`config.mk`:
```
export PLATFORM = sky130hd
export DESIGN_NAME = autoinstparam_unpack
export DESIGN_NICKNAME = d
export VERILOG_FILES = /design/src/rtl/autoinstparam_unpack.sv
export SDC_FILE = /design/constraint.sdc
export NUM_CORES = 1
export LEC_CHECK = 0
export BUFFER_PORTS_ARGS = -buffer_cell sky130_fd_sc_hd__buf_2
export CAP_MARGIN = 15
export CORE_AREA = 10 10 48 50
export CTS_CLUSTER_DIAMETER = 120
export DETAILED_ROUTE_END_ITERATION = 16
export DIE_AREA = 0 0 58 60
export PLACE_DENSITY = 0.67
export SLEW_MARGIN = 10
export SYNTH_ARGS = -nofsm -noshare
export SYNTH_HDL_FRONTEND = slang
export SYNTH_SLANG_ARGS = --single-unit
```
`constraint.sdc`:
```
create_clock -name clk -period 1.3 [get_ports clk]
set_input_delay 0.13 -clock clk [delete_from_list [all_inputs] [get_ports clk]]
set_output_delay 0.13 -clock clk [all_outputs]
set_load 0.02 [all_outputs]
```
`src/rtl/autoinstparam_unpack.sv`:
```
// Width-down converter: takes one BITSA-wide word per handshake and replays it
// as BITSA/BITSB narrow beats, least significant beat first.
`timescale 1ns/1ps

module autoinstparam_unpack #(
  parameter int BITSA = 8,
  parameter int BITSB = 2
) (
  input  logic             clk,
  input  logic             reset,
  input  logic             in_valid,
  output logic             in_ready,
  input  logic [BITSA-1:0] in_data,
  output logic             out_valid,
  input  logic             out_ready,
  output logic [BITSB-1:0] out_data,
  output logic             out_last,
  output logic             busy
);

  // state | meaning
  // IDLE  | no word held, input side open
  // SHIFT | word held, presenting beat cnt_q from the low end of hold_q

  localparam int BEATS = BITSA / BITSB;
  localparam int CW = (BEATS > 1) ? $clog2(BEATS) : 1;
  localparam logic [CW-1:0] LAST_CNT = CW'(BEATS - 1);

  generate
    if (BITSA % BITSB != 0) begin : g_bad_ratio
      $error("autoinstparam_unpack: BITSA must be a multiple of BITSB");
    end
    if (BEATS < 1 || BEATS > 256) begin : g_bad_beats
      $error("autoinstparam_unpack: BITSA/BITSB must be within 1..256");
    end
  endgenerate

  typedef enum logic {
    IDLE  = 1'b0,
    SHIFT = 1'b1
  } state_t;

  state_t           state_q, state_d;
  logic [BITSA-1:0] hold_q, hold_d;
  logic [CW-1:0]    cnt_q, cnt_d;
  logic             in_fire;
  logic             out_fire;

  assign out_valid = (state_q == SHIFT);
  assign out_last  = out_valid && (cnt_q == LAST_CNT);
  assign out_data  = hold_q[BITSB-1:0];
  assign busy      = out_valid;
  // Ready only depends on registered state and out_ready, never on in_valid.
  assign in_ready  = !out_valid || (out_ready && out_last);
  assign in_fire   = in_valid && in_ready;
  assign out_fire  = out_valid && out_ready;

  always_ff @(posedge clk or posedge reset) begin
    if (reset) begin
      state_q <= IDLE;
      hold_q  <= '0;
      cnt_q   <= '0;
    end else begin
      state_q <= state_d;
      hold_q  <= hold_d;
      cnt_q   <= cnt_d;
    end
  end

  always_comb begin
    state_d = state_q;
    hold_d  = hold_q;
    cnt_d   = cnt_q;
    case (state_q)
      IDLE: begin
        if (in_fire) begin
          hold_d  = in_data;
          cnt_d   = '0;
          state_d = SHIFT;
        end
      end
      SHIFT: begin
        if (out_fire) begin
          if (!out_last) begin
            hold_d = hold_q >> BITSB;
            cnt_d  = cnt_q + CW'(1);
          end else if (in_fire) begin
            hold_d = in_data;
            cnt_d  = '0;
          end else begin
            // Clearing the holding register keeps out_data at zero while idle.
            hold_d  = '0;
            cnt_d   = '0;
            state_d = IDLE;
          end
        end
      end
      default: begin
        state_d = IDLE;
        hold_d  = '0;
        cnt_d   = '0;
      end
    endcase
  end

endmodule
```
## After elaboration in Yosys (flattened, before gate mapping)

Cells that the tools add are included.

| storage, ports and cells | value |
|---|---|
| flip-flop bits (word level) | 11 |
| output and inout bits | 6 |
| input port bits | 12 |
| word-level logic and storage cells | 28 |

| cells by class | value |
|---|---|
| equal/unequal tests | 3 |
| add/sub/neg operators | 1 |
| multiplexer cells | 13 |
| bitwise operators | 1 |
| reduce and logical (&&, ||, !) cells | 7 |

Operators by type and width:

| cell | count |
|---|---|
| $mux W8 | 4 |
| $pmux W8 S2 | 1 |
| $mux W2 | 3 |
| $logic_and A1 B1 Y1 | 4 |
| $pmux W2 S2 | 1 |
| $mux W1 | 3 |
| $add A2 B1 Y2 const B | 1 |
| $eq A2 B2 Y1 const B | 1 |
| $ne A2 B1 Y1 const B | 1 |
| $ne A2 B2 Y1 const B | 1 |
| $pmux W1 S2 | 1 |
| $reduce_and A2 Y1 | 1 |
| $logic_not A1 Y1 | 1 |
| $logic_or A1 B1 Y1 | 1 |
| $not A1 Y1 | 1 |

## Depth between registers and ports, before layout

| depth | value |
|---|---|
| word-level depth | 9 |
| gate-level depth with buffers | 5 |
| depth with buffers taken out | 4 |

## Worst setup path after synthesis

Ideal clock, no wire load.

| timing path | value |
|---|---|
| path kind | register to register |
| start point | register state_q, in the netlist busy |
| end point | register hold_q[0] |
| buffers on the path | 1 |
| library setup time | 0.126 ns |
| clock period less this slack | 1.451 ns |
| cell stages (with the launch flop) | 5 |
| data required time | 1.174 ns |
| arrival | 1.325 ns |
| setup slack | -0.151 ns |
| cells stage by stage | dfrtp_1 -> buf_6 -> mux2_4 -> and3_1 -> a221o_1 |

| between the ends | value |
|---|---|
| cells in the longest elaborated chain, start to end | 8 |
| elaborated cells between the ends (all ways) | 14 |
| classes of those cells | eq/ne: 2; mux: 4; bitwise: 1; reduce/logical: 7 |

RTL lines:

| element | RTL line | text |
|---|---|---|
| start: declaration | 43 | `state_t state_q, state_d;` |
| start signal: assignment | 64 | `state_q <= state_d;` |
| $logic_and A1 B1 Y1 | 50 | `assign out_last = out_valid && (cnt_q == LAST_CNT);` |
| $logic_and A1 B1 Y1 | 54 | `assign in_ready = !out_valid \|\| (out_ready && out_last);` |
| $logic_or A1 B1 Y1 | 54 |  |
| $logic_and A1 B1 Y1 | 55 | `assign in_fire = in_valid && in_ready;` |
| $mux W8 | 87 | `end else if (in_fire) begin` |
| $mux W8 | 84 | `if (!out_last) begin` |
| $mux W8 | 83 | `if (out_fire) begin` |
| $pmux W8 S2 | 74 | `case (state_q)` |
| end signal: assignment | 65 | `hold_q <= hold_d;` |
| end: declaration | 44 | `logic [BITSA-1:0] hold_q, hold_d;` |

Parallel ways exist; a longest one is shown, timed or not. The select of a mux whose other input is x is not followed.
A chain may end at the register's enable or synchronous reset.

## Worst setup path after layout

| timing path | value |
|---|---|
| start point | register cnt_q[0] |
| end point | register hold_q[0] |

| between the ends | value |
|---|---|
| cells in the longest elaborated chain, start to end | 9 |
| elaborated cells between the ends (all ways) | 11 |
| classes of those cells | eq/ne: 2; mux: 4; reduce/logical: 5 |

RTL lines:

| element | RTL line | text |
|---|---|---|
| start: declaration | 45 | `logic [CW-1:0] cnt_q, cnt_d;` |
| start signal: assignment | 66 | `cnt_q <= cnt_d;` |
| $eq A2 B2 Y1 * | 50 |  |
| $logic_and A1 B1 Y1 * | 50 |  |
| $logic_and A1 B1 Y1 | 54 |  |
| $logic_or A1 B1 Y1 | 54 |  |
| $logic_and A1 B1 Y1 | 55 |  |
| $mux W8 | 87 |  |
| $mux W8 | 84 |  |
| $mux W8 | 83 |  |
| $pmux W8 S2 | 74 |  |

Every way passes the cells marked *; elsewhere a longest branch is shown, timed or not. The select of a mux whose other input is x is not followed.

==> qor.yml <==
status:
  run_status: "complete, but fails checks"
  violations: "setup timing"
clock_tree:
  clock_tree.buffer_depth: 2
  cts_made_buffers: 3
  cts_tree: "done"
  ctsRootBufferMaster: "sky130_fd_sc_hd__clkbuf_4"
  numClockSinks: 11
  clock_tree.htree_level_count: 1
  worst_setup_hold_path_clk_slew_ns: 0.07
  clkLatencyLatePin_ns: 0.26
floorplanning:
  die_height_microns: 60
  ioPinCount: 18
  core_region_area_sq_um: 1440
  die_width_microns: 58
  num_rows: 14
  fp.dieArea_sq_um: 3480
  initial_core_util_pct: 38.6
layout:
  post_route_cells_drive_above_1_share_pct: 53.6
  nNetsFinal: 83
  fin_area_sq_um: 754
  most_common_library_cell_in_the_layout_ignoring_fill_and_taps: "sky130_fd_sc_hd__buf_2"
  n_antenna_cell: 0
  final_cell_mix: "15 x sky130_fd_sc_hd__buf_2, 10 x sky130_fd_sc_hd__dfrtp_1, 6 x sky130_fd_sc_hd__and3_1, 6 x sky130_fd_sc_hd__a221o_1, 6 x sky130_fd_sc_hd__buf_4"
  syn2layout_area_growth_pct: 36.1
  final_core_util_pct: 52.5
route:
  first_iter_violations: 10
  via_count: 439
  detailed_route_wirelength_on_metal3_microns: 138
  drt-met1-wl_microns: 562
  routed_wire_length_per_instance_microns: 15.1
  drt_first_pass_iters: 4
  routed_wirelength_microns: 1290
  drc: 0
  post_drt_via_cell_ratio: 5.16
  detail-route-antenna-nets: 0
  routed.top_layer: "met3"
  wl_met2_microns: 585
yosys:
  synth_simple_gate_area_share_pct: 12.6
  synth_largest_area_cell: "sky130_fd_sc_hd__dfrtp_1"
  cell_area_synth_sq_um: 554
  post_synthesis_share_of_cell_area_spent_on_xor_and_xnor_gates_pct: 0
  synthCells: 45
  main_combinational_cell_family_by_area_after_synthesis: "compound AO/OA/AOI/OAI gates"
  synth_area_per_cell_sq_um: 12.3
  synth_top_cells_by_area: "sky130_fd_sc_hd__dfrtp_1 50%, sky130_fd_sc_hd__a221o_1 11%, sky130_fd_sc_hd__and3_1 6.8%, sky130_fd_sc_hd__a22o_1 4.7%, sky130_fd_sc_hd__buf_4 4.1%"
  synth.yosys.seq_area_share_pct: 49.7
  synth-compound-area-share_pct: 19.4
  ys_warn_count: 0
  synth_top_cell_area_share_pct: 49.7
  total_nets_after_synthesis: 58
  ys_seq_elements: 11
  synth-adder-area-share_pct: 2.26
  post_synth_num_cell_types: 17
  synth_mux_area_share_pct: 6.55
critical_path:
  kind_of_start_point_of_the_critical_path: "flop"
  critical_path.max_fanout: 8
  endpoint_kind: "flop"
  required_time_at_the_endpoint_of_the_critical_path_ns: 1.45
  timing.setup.critical_path_class: "flop to flop"
  critical_path_arrival_ns: 1.59
sta:
  setup_ws_ns: -0.136
  worst-slew-pin-transition_ns: 0.543
  report.final.slew_viol_count: 0
  final_report_hold_violation_count: 0
  post-route-period-util_pct: 110
  report.final.setup_viol: 10
  timing.fmax_mhz: 696
  rsz0062_at_grt: "true"
  relSlewSlack_pct: 63.1
  hold-worst-slack_ns: 0.0904
  fin_crit_ns: 1.44
  fin_skew_ns: 0.00146
power:
  power_leakage_nw: 0.401
  p_per_area_nw_per_um2: 2060
  max-vdd-ir-drop_mv: 0.967
place:
  gp_routability_congestion: 0.769
  dp_worst_setup_slack_ns: -0.112
  post_dp_cell_area_sq_um: 653
  dp_hpwl_microns: 890
  portBuffers: 17
grt:
  grt_start_max_net_pins: 12
  grt_first_pass_wirelength_microns: 2000
  grt_pass1_vias: 433
  groute.usage.overall_pct: 7.21
  gr-total-overflow: 0
  number_of_antenna_violations_at_the_first_check_in_global_routing: 0
min_path:
  min_delay_worst_type: "primary input to flop"
job:
  timing.max_cap.violations: 0
report_power, final:
group | total [mW] | internal, mW | switching, mW
Sequential | 0.570 | 0.475 | 0.0958
Combinational | 0.751 | 0.429 | 0.322
Clock | 0.231 | 0.119 | 0.113
kinds of logic (layout without fill, tap and decap cells):
logic type / Yosys count / in the layout
DFF: 11 / 11
muxes: 3 / 3
adders and majority gates: 1 / 1
AOI/OAI and AO/OA: 11 / 11
buffers and inverters: 7 / 31
and+or+nand+nor: 12 / 12
area by class of cell:
type	instances	area, sq um
Multi-Input combinational cell	27	260
Sequential cell	11	277
Fill cell	142	682
Clock buffer	4	26.3
Tap cell	16	20.0
Inverter	2	7.51
Timing Repair Buffer	25	164
state kept, by name (all words and copies together) (netlist names):
register / cells
busy: 1
cnt_q: 2
hold_q: 8
timing repair:
action                                 4_1_cts  5_1_grt
endpoints found under the hold margin       11        0
gates resized for setup                      8        5
cloned                                       0        0
setup endpoints to repair                   12       11
pin swaps                                    2        3
setup buffers                                1        1
hold buffers                                 1        0
cell usage after synthesis:
cell	count
sky130_fd_sc_hd__buf_6	2
sky130_fd_sc_hd__a221o_1	6
sky130_fd_sc_hd__a22o_1	3
sky130_fd_sc_hd__ha_1	1
sky130_fd_sc_hd__mux2_4	1
sky130_fd_sc_hd__inv_1	2
sky130_fd_sc_hd__nor2b_1	2
sky130_fd_sc_hd__a32o_1	1
sky130_fd_sc_hd__buf_4	3
sky130_fd_sc_hd__mux2i_1	1
sky130_fd_sc_hd__mux2_2	1
sky130_fd_sc_hd__and3_1	6
sky130_fd_sc_hd__or2_2	1
sky130_fd_sc_hd__and2_1	1
sky130_fd_sc_hd__dfrtp_1	11
sky130_fd_sc_hd__a21boi_2	1
sky130_fd_sc_hd__nor2_1	2
per-stage QoR:
stage | power (mW) | setup TNS, ns | std cells
after floorplan | 0.998 | -0.706 | 45
after global placement | 1.14 | -0.444 | 78
after detailed placement | 1.15 | -0.855 | 78
after CTS | 1.46 | -0.906 | 84
after global routing | 1.66 | -1.56 | 85
final | 1.55 | -1.08 | 85
final timing paths:
kind | start | end | slack [ns] | depth (start not counted)
worst min register to register | hold_q[6]$_DFFE_PP0P_ | hold_q[6]$_DFFE_PP0P_ | 0.50 | 1
worst min-delay path | in_data[7] | hold_q[7]$_DFFE_PP0P_ | 0.09 | 2
worst max register to register | cnt_q[0]$_DFFE_PP0P_ | hold_q[0]$_DFFE_PP0P_ | -0.14 | 5
max in group asynchronous | reset | busy$_DFF_PP0_ | 0.60 | 3
worst max-delay path | cnt_q[0]$_DFFE_PP0P_ | hold_q[0]$_DFFE_PP0P_ | -0.14 | 5
min in group asynchronous | reset | hold_q[1]$_DFFE_PP0P_ | 0.39 | 3
worst max-delay path, stage by stage, from the launching register on:
cell and delay (ns):
sky130_fd_sc_hd__dfrtp_1 0.42, sky130_fd_sc_hd__ha_4 0.19, sky130_fd_sc_hd__a21boi_4 0.17, sky130_fd_sc_hd__buf_4 0.14, sky130_fd_sc_hd__nor2b_4 0.06, sky130_fd_sc_hd__a221o_1 0.34
layer usage:
layer | vias to the layer above | track usage, %
li1 | 215 | -
met1 | 206 | 8.77
met2 | 18 | 10.1
met3 | 0 | 4.03
met4 | 0 | 3.02
met5 | - | 0
Note: power is estimated with default switching activity, not from simulation.
